$ cat src/rtl/branch_ctrl_pkg.sv
// Shared types and constants for the decode-stage branch controller and the
// branch resolution unit.
package branch_ctrl_pkg;

  typedef enum logic [1:0] {
    ST_IDLE,
    ST_STALL,
    ST_RESOLVE
  } bctl_state_t;

  typedef enum logic [1:0] {
    FWD_RF    = 2'b00,
    FWD_EXMEM = 2'b01,
    FWD_MEMWB = 2'b10
  } fwd_sel_t;

  // Branch codes understood by the resolution unit.
  localparam logic [5:0] BR_BEQ  = 6'h03;
  localparam logic [5:0] BR_BNE  = 6'h04;
  localparam logic [5:0] BR_BLEZ = 6'h07;
  localparam logic [5:0] BR_BGTZ = 6'h0F;
  localparam logic [5:0] BR_BGEZ = 6'h11;
  localparam logic [5:0] BR_BLTZ = 6'h13;

  function automatic logic [1:0] max_stall(input logic [1:0] a, input logic [1:0] b);
    return (a > b) ? a : b;
  endfunction

endpackage

$ cat src/rtl/branch_hazard_detect.sv
// Per-operand hazard check: how many cycles this branch operand must wait,
// and where it can be forwarded from once it is ready.
module branch_hazard_detect
  import branch_ctrl_pkg::*;
#(
  parameter int REG_W = 5
) (
  input  logic [REG_W-1:0] src,
  input  logic             used,
  input  logic             ex_reg_write,
  input  logic             ex_mem_read,
  input  logic [REG_W-1:0] ex_rd,
  input  logic             mem_reg_write,
  input  logic             mem_mem_read,
  input  logic [REG_W-1:0] mem_rd,
  input  logic             wb_reg_write,
  input  logic [REG_W-1:0] wb_rd,
  output logic [1:0]       stall_req,
  output logic [1:0]       fwd_sel
);

  // r0 is hard-wired to zero, so it never depends on a producer.
  logic live;
  assign live = used && (src != '0);

  always_comb begin
    // NOTE: every output gets a default first so no path leaves it unassigned (no latch).
    stall_req = 2'd0;
    fwd_sel   = FWD_RF;
    if (live) begin
      if (ex_mem_read && (ex_rd == src))
        stall_req = 2'd2;
      else if (ex_reg_write && (ex_rd == src))
        stall_req = 2'd1;
      else if (mem_mem_read && (mem_rd == src))
        stall_req = 2'd1;

      if (mem_reg_write && !mem_mem_read && (mem_rd == src))
        fwd_sel = FWD_EXMEM;
      else if (wb_reg_write && (wb_rd == src))
        fwd_sel = FWD_MEMWB;
    end
  end

endmodule

$ cat src/rtl/branch_ctrl.sv
// Decode-stage branch controller: stalls on unforwardable branch operands,
// enables resolution, redirects/flushes on taken, and counts statistics.
module branch_ctrl
  import branch_ctrl_pkg::*;
#(
  parameter int REG_W  = 5,
  parameter int STAT_W = 16
) (
  input  logic              clk,
  input  logic              rst,
  input  logic              id_branch,
  input  logic [REG_W-1:0]  id_rs,
  input  logic [REG_W-1:0]  id_rt,
  input  logic              id_uses_rt,
  input  logic              ex_reg_write,
  input  logic              ex_mem_read,
  input  logic [REG_W-1:0]  ex_rd,
  input  logic              mem_reg_write,
  input  logic              mem_mem_read,
  input  logic [REG_W-1:0]  mem_rd,
  input  logic              wb_reg_write,
  input  logic [REG_W-1:0]  wb_rd,
  input  logic              bru_taken,
  output logic              bru_enable,
  output logic [1:0]        fwd_a_sel,
  output logic [1:0]        fwd_b_sel,
  output logic              stall_front,
  output logic              bubble_id_ex,
  output logic              pc_sel_branch,
  output logic              flush_if_id,
  output logic [STAT_W-1:0] cnt_branches,
  output logic [STAT_W-1:0] cnt_taken,
  output logic [STAT_W-1:0] cnt_stall_cycles
);

  logic [1:0] stall_a, stall_b, req_stall;
  logic [1:0] hz_fwd_a, hz_fwd_b;

  branch_hazard_detect #(.REG_W(REG_W)) u_hz_a (
    .src(id_rs), .used(1'b1),
    .ex_reg_write(ex_reg_write), .ex_mem_read(ex_mem_read), .ex_rd(ex_rd),
    .mem_reg_write(mem_reg_write), .mem_mem_read(mem_mem_read), .mem_rd(mem_rd),
    .wb_reg_write(wb_reg_write), .wb_rd(wb_rd),
    .stall_req(stall_a), .fwd_sel(hz_fwd_a)
  );

  branch_hazard_detect #(.REG_W(REG_W)) u_hz_b (
    .src(id_rt), .used(id_uses_rt),
    .ex_reg_write(ex_reg_write), .ex_mem_read(ex_mem_read), .ex_rd(ex_rd),
    .mem_reg_write(mem_reg_write), .mem_mem_read(mem_mem_read), .mem_rd(mem_rd),
    .wb_reg_write(wb_reg_write), .wb_rd(wb_rd),
    .stall_req(stall_b), .fwd_sel(hz_fwd_b)
  );

  assign req_stall = max_stall(stall_a, stall_b);

  bctl_state_t       state_q, state_d;
  logic [1:0]        stall_cnt_q, stall_cnt_d;
  logic [STAT_W-1:0] cnt_branches_q, cnt_branches_d;
  logic [STAT_W-1:0] cnt_taken_q, cnt_taken_d;
  logic [STAT_W-1:0] cnt_stall_q, cnt_stall_d;
  logic              do_resolve, in_stall;

  always_comb begin
    state_d        = state_q;
    stall_cnt_d    = stall_cnt_q;
    cnt_branches_d = cnt_branches_q;
    cnt_taken_d    = cnt_taken_q;
    cnt_stall_d    = cnt_stall_q;
    do_resolve     = 1'b0;
    in_stall       = 1'b0;

    unique case (state_q)
      ST_IDLE: begin
        if (id_branch) begin
          if (req_stall == 2'd0) begin
            do_resolve = 1'b1;
          end else begin
            stall_cnt_d = req_stall;
            state_d     = ST_STALL;
          end
        end
      end
      ST_STALL: begin
        // A dropped id_branch means the branch was flushed from ID underneath us.
        if (!id_branch) begin
          stall_cnt_d = 2'd0;
          state_d     = ST_IDLE;
        end else begin
          in_stall    = 1'b1;
          stall_cnt_d = stall_cnt_q - 2'd1;
          if (stall_cnt_q == 2'd1) state_d = ST_RESOLVE;
        end
      end
      ST_RESOLVE: begin
        do_resolve = 1'b1;
        state_d    = ST_IDLE;
      end
      default: state_d = ST_IDLE;
    endcase

    if (do_resolve) begin
      if (cnt_branches_q != '1) cnt_branches_d = cnt_branches_q + 1'b1;
      if (bru_taken && (cnt_taken_q != '1)) cnt_taken_d = cnt_taken_q + 1'b1;
    end
    if (in_stall && (cnt_stall_q != '1)) cnt_stall_d = cnt_stall_q + 1'b1;

    // Control outputs stay quiet while reset is held.
    bru_enable    = do_resolve && !rst;
    pc_sel_branch = do_resolve && !rst && bru_taken;
    flush_if_id   = do_resolve && !rst && bru_taken;
    fwd_a_sel     = (do_resolve && !rst) ? hz_fwd_a : FWD_RF;
    fwd_b_sel     = (do_resolve && !rst) ? hz_fwd_b : FWD_RF;
    stall_front   = in_stall && !rst;
    bubble_id_ex  = in_stall && !rst;
  end

  always_ff @(posedge clk) begin
    // NOTE: sequential state uses non-blocking assignments so every flop samples pre-edge values.
    if (rst) begin
      state_q        <= ST_IDLE;
      stall_cnt_q    <= 2'd0;
      cnt_branches_q <= '0;
      cnt_taken_q    <= '0;
      cnt_stall_q    <= '0;
    end else begin
      state_q        <= state_d;
      stall_cnt_q    <= stall_cnt_d;
      cnt_branches_q <= cnt_branches_d;
      cnt_taken_q    <= cnt_taken_d;
      cnt_stall_q    <= cnt_stall_d;
    end
  end

  assign cnt_branches     = cnt_branches_q;
  assign cnt_taken        = cnt_taken_q;
  assign cnt_stall_cycles = cnt_stall_q;

endmodule

$ cat config.mk
export PLATFORM = sky130hd
export DESIGN_NAME = branch_ctrl
export DESIGN_NICKNAME = d
export VERILOG_FILES = /design/src/rtl/branch_ctrl_pkg.sv /design/src/rtl/branch_hazard_detect.sv /design/src/rtl/branch_ctrl.sv
export SDC_FILE = /design/constraint.sdc
export NUM_CORES = 1
export LEC_CHECK = 0
export CORE_ASPECT_RATIO = 1.4
export CORE_MARGIN = 5
export CORE_UTILIZATION = 38
export CTS_CLUSTER_DIAMETER = 150
export DETAILED_ROUTE_END_ITERATION = 6
export HOLD_SLACK_MARGIN = 0.15
export PLACE_DENSITY = 0.65
export REMOVE_ABC_BUFFERS = 1
export SKIP_CTS_REPAIR_TIMING = 1
export SLEW_MARGIN = 20
export SYNTH_ARGS = -nofsm -noshare
export SYNTH_HDL_FRONTEND = slang
export SYNTH_SLANG_ARGS = --single-unit
$ cat constraint.sdc
create_clock -name clk -period 12.32 [get_ports clk]
set_input_delay 2.464 -clock clk [delete_from_list [all_inputs] [get_ports clk]]
set_output_delay 2.464 -clock clk [all_outputs]
set_load 0.01 [all_outputs]
==> impl_metrics.py <==
metrics = {
    "critical_path": {
        "end_kind": "output pin",
        "crit_arrival_ns": 6.63,
        "reg2reg_depth": 7,
        "timing.rr.end": "cnt_taken[12]",
        "path_class": "in -> out",
        "worstSetupStartpointType": "input port",
        "cp.required_ns": 9.86,
        "cp_slowest_cell": "a31oi_1",
        "ff2ff_setup_slack_ns": 9.86,
        "cp_slowest_stage_delay_ns": 0.82,
        "crit_fanout": 13,
        "startpoint": "id_rt[3]",
        "worstPathCellList": "clkdlybuf4s50_1 -> inv_1 -> a2111o_1 -> nor3_1 -> nor2_1 -> nor3_1 -> ha_1 -> a2bb2oi_1 -> nand4_1 -> a31oi_1 -> nor2_1 -> and4_1 -> clkdlybuf4s50_1",
        "r2r_start": "cnt_taken[3]",
    },
    "placement": {
        "io_buffer_count": 91,
        "gp_congestion": 0.953,
        "placed_cell_area_um2": 4350,
        "dpl.hpwl_um": 6950,
        "pre_cts_ws_ns": 3.22,
        "dpl.cell_count": 604,
    },
    "synthesis": {
        "syn_area_per_cell_um2": 7.93,
        "synthTopCellsByCount": "dfxtp_1, nor2_1, nand2_1",
        "syn_area_um2": 3360,
        "synth-warning-count": 0,
        "synthArstFlopShare_pct": 0,
        "yosysTopAreaCell": "dfxtp_1",
        "synth_top_area_share_pct": 31.0,
        "ys_ff_latch": 52,
        "ys_top_cells_by_area": "dfxtp_1, nor2_1, xnor2_1, mux2_2, xor2_1",
        "seq_area_frac_synth_pct": 31.0,
        "synth-edff-count": 0,
        "syn_inst": 424,
        "synth_ff_type": "dfxtp_1",
        "synthDistinctLibCells": 49,
    },
    "global_route": {
        "grt_overflow": 0,
        "antenna_found_initial": 0,
        "grt_first_pass_wirelength_um": 15100,
        "grt_max_degree": 71,
        "grt_pass1_vias": 3264,
        "grt_usage_pct": 17.2,
    },
    "sta": {
        "setup_ws_ns": 3.22,
        "slew_violations": 0,
        "period_minus_slack_ns": 9.10,
        "slew_headroom_pct": 33.1,
        "layout_worst_path_cycle_share_pct": 73.8,
        "fmax_mhz": 110,
        "worst_slew_pin_slew_ns": 1.00,
        "fin_tns_setup_ns": 0,
        "clock_skew_ns": 0.00304,
        "hold_viol": 0,
        "rsz0062_at_grt": "no",
        "finalSetupViolations": 0,
    },
    "routing": {
        "drc_errors": 0,
        "dr.first_iter.drc_count": 223,
        "wirelength_um": 9070,
        "drtAntennaViolNets": 0,
        "routed-via-count": 3395,
        "drt_first_pass_iters": 5,
        "viasPerCell": 5.55,
        "routedWlPerCell_um": 14.8,
    },
    "die": {
        "rows": 40,
        "die-area_um2": 10900,
        "initial_core_util_pct": 39.1,
        "die_y_um": 121,
        "fp.dieW_um": 89.5,
        "core_area_um2": 8610,
        "io_pins": 92,
    },
    "clock_network": {
        "clockBufferDepth": 2,
        "cts_sinks": 52,
        "insertion_delay_ns": 0.29,
        "cts-htree-levels": 2,
        "clk_pin_slew_ns": 0.07,
        "root_buffer": "clkbuf_16",
        "cts_buffers": 5,
        "cts_tree": "yes",
    },
    "finish": {
        "finalNonFillerCells": 612,
        "area_delta_synth_final_pct": 34.2,
        "finalInstanceArea_um2": 4510,
        "n_antenna_cell": 0,
        "nets": 548,
        "layout-drive-gt1-share_pct": 5.72,
    },
    "run_status": {
        "status": "complete, no violations",
    },
    "worst_hold_path": {
        "hold_end": "cnt_branches[14]",
        "hp-class": "reg -> reg",
        "holdPathStages": 2,
        "hold_start": "cnt_branches[14]",
    },
    "power": {
        "p_per_area_nw_per_um2": 84.1,
        "p_leak_nw": 1.50,
        "ir_worst_vdd_mv": 0.0695,
    },
    "job": {
        "max_cap_viol_count": 0,
    },
}
## layout make-up
type | count | area [um^2]
clock inverter | 2 | 35.0
sequential | 52 | 1040
clock buffer | 6 | 129
inverter | 14 | 52.6
timing repair buffer | 94 | 928
tap | 105 | 131
fill | 788 | 4100
multi-input combinational | 339 | 2190
## per-layer routing
layer  track usage [%]  part of all wire [%]  vias up
met1              19.9                    40     1593
met4              6.42                   2.2        0
met2              30.2                    52       97
met5                 0                     0        -
met3              3.67                   6.0       13
li1                  -                     -     1692
## sequential cells by signal (all words and copies together), names as in the netlist
register,cells
cnt_branches,16
cnt_stall_cycles,16
cnt_taken,16
stall_cnt_q,2
state_q,2
## cell families after synthesis
family / Yosys count / synth area share (%)
adder cells (fa/ha/maj): 7 / 2.61
buffers and inverters: 33 / 3.98
AO/OA/AOI/OAI: 66 / 13.5
multiplexers: 19 / 6.25
flip-flops: 52 / 31.0
XOR/XNOR: 35 / 9.12
AND/OR/NAND/NOR: 212 / 33.6
## through the flow
step | util [%] | hold WS (ns) | power (W)
2_1_floorplan | - | 0.452 | 0.000198
3_3_place_gp | 50.5 | 0.475 | 0.000225
3_5_place_dp | 50.5 | 0.472 | 0.000226
4_1_cts | 52.4 | 0.486 | 0.000386
5_1_grt | 52.4 | 0.519 | 0.000399
6_report | 52.4 | 0.493 | 0.000380
## cell usage in the layout (no fill, tap or decap), types with 5 or more instances in the layout
cell and instances:
clkbuf_16 5, and3_1 8, o21ai_0 9, clkdlybuf4s50_1 90, nand2_1 28, nor2b_1 20, ha_1 7, inv_1 14
nor3_1 7, a21oi_1 22, o41ai_1 5, nand3_1 25, xnor2_1 19, mux2_2 13, o31ai_1 7, nand2b_1 12
nor2_1 52, dfxtp_1 52, nand4_1 13, or3_1 12, xor2_1 16, or4_1 7, nor4_1 10
## worst max-delay path: cells and delay by family
family	cells	cell delay [ns]
AOI/OAI and AO/OA	3	1.45
and+or+nand+nor	6	1.32
buffers and inverters	3	1.13
adders and majority gates	1	0.26
## power breakdown
part | switching [W] | leakage (nW) | total (W) | internal [W]
clock network | 0.0000616 | 0.0808 | 0.000157 | 0.0000957
registers | 0.00000183 | 0.419 | 0.000171 | 0.000169
logic | 0.0000262 | 1.00 | 0.0000511 | 0.0000249
## worst max path at each step
stage	to	slack, ns
after floorplan	flush_if_id	4.68
final	fwd_b_sel[1]	3.22
after detailed placement	fwd_b_sel[1]	3.22
after global routing	fwd_a_sel[0]	2.86
after CTS	fwd_a_sel[0]	3.19
after global placement	fwd_a_sel[0]	3.34
Power figures use the tool's default switching activity.
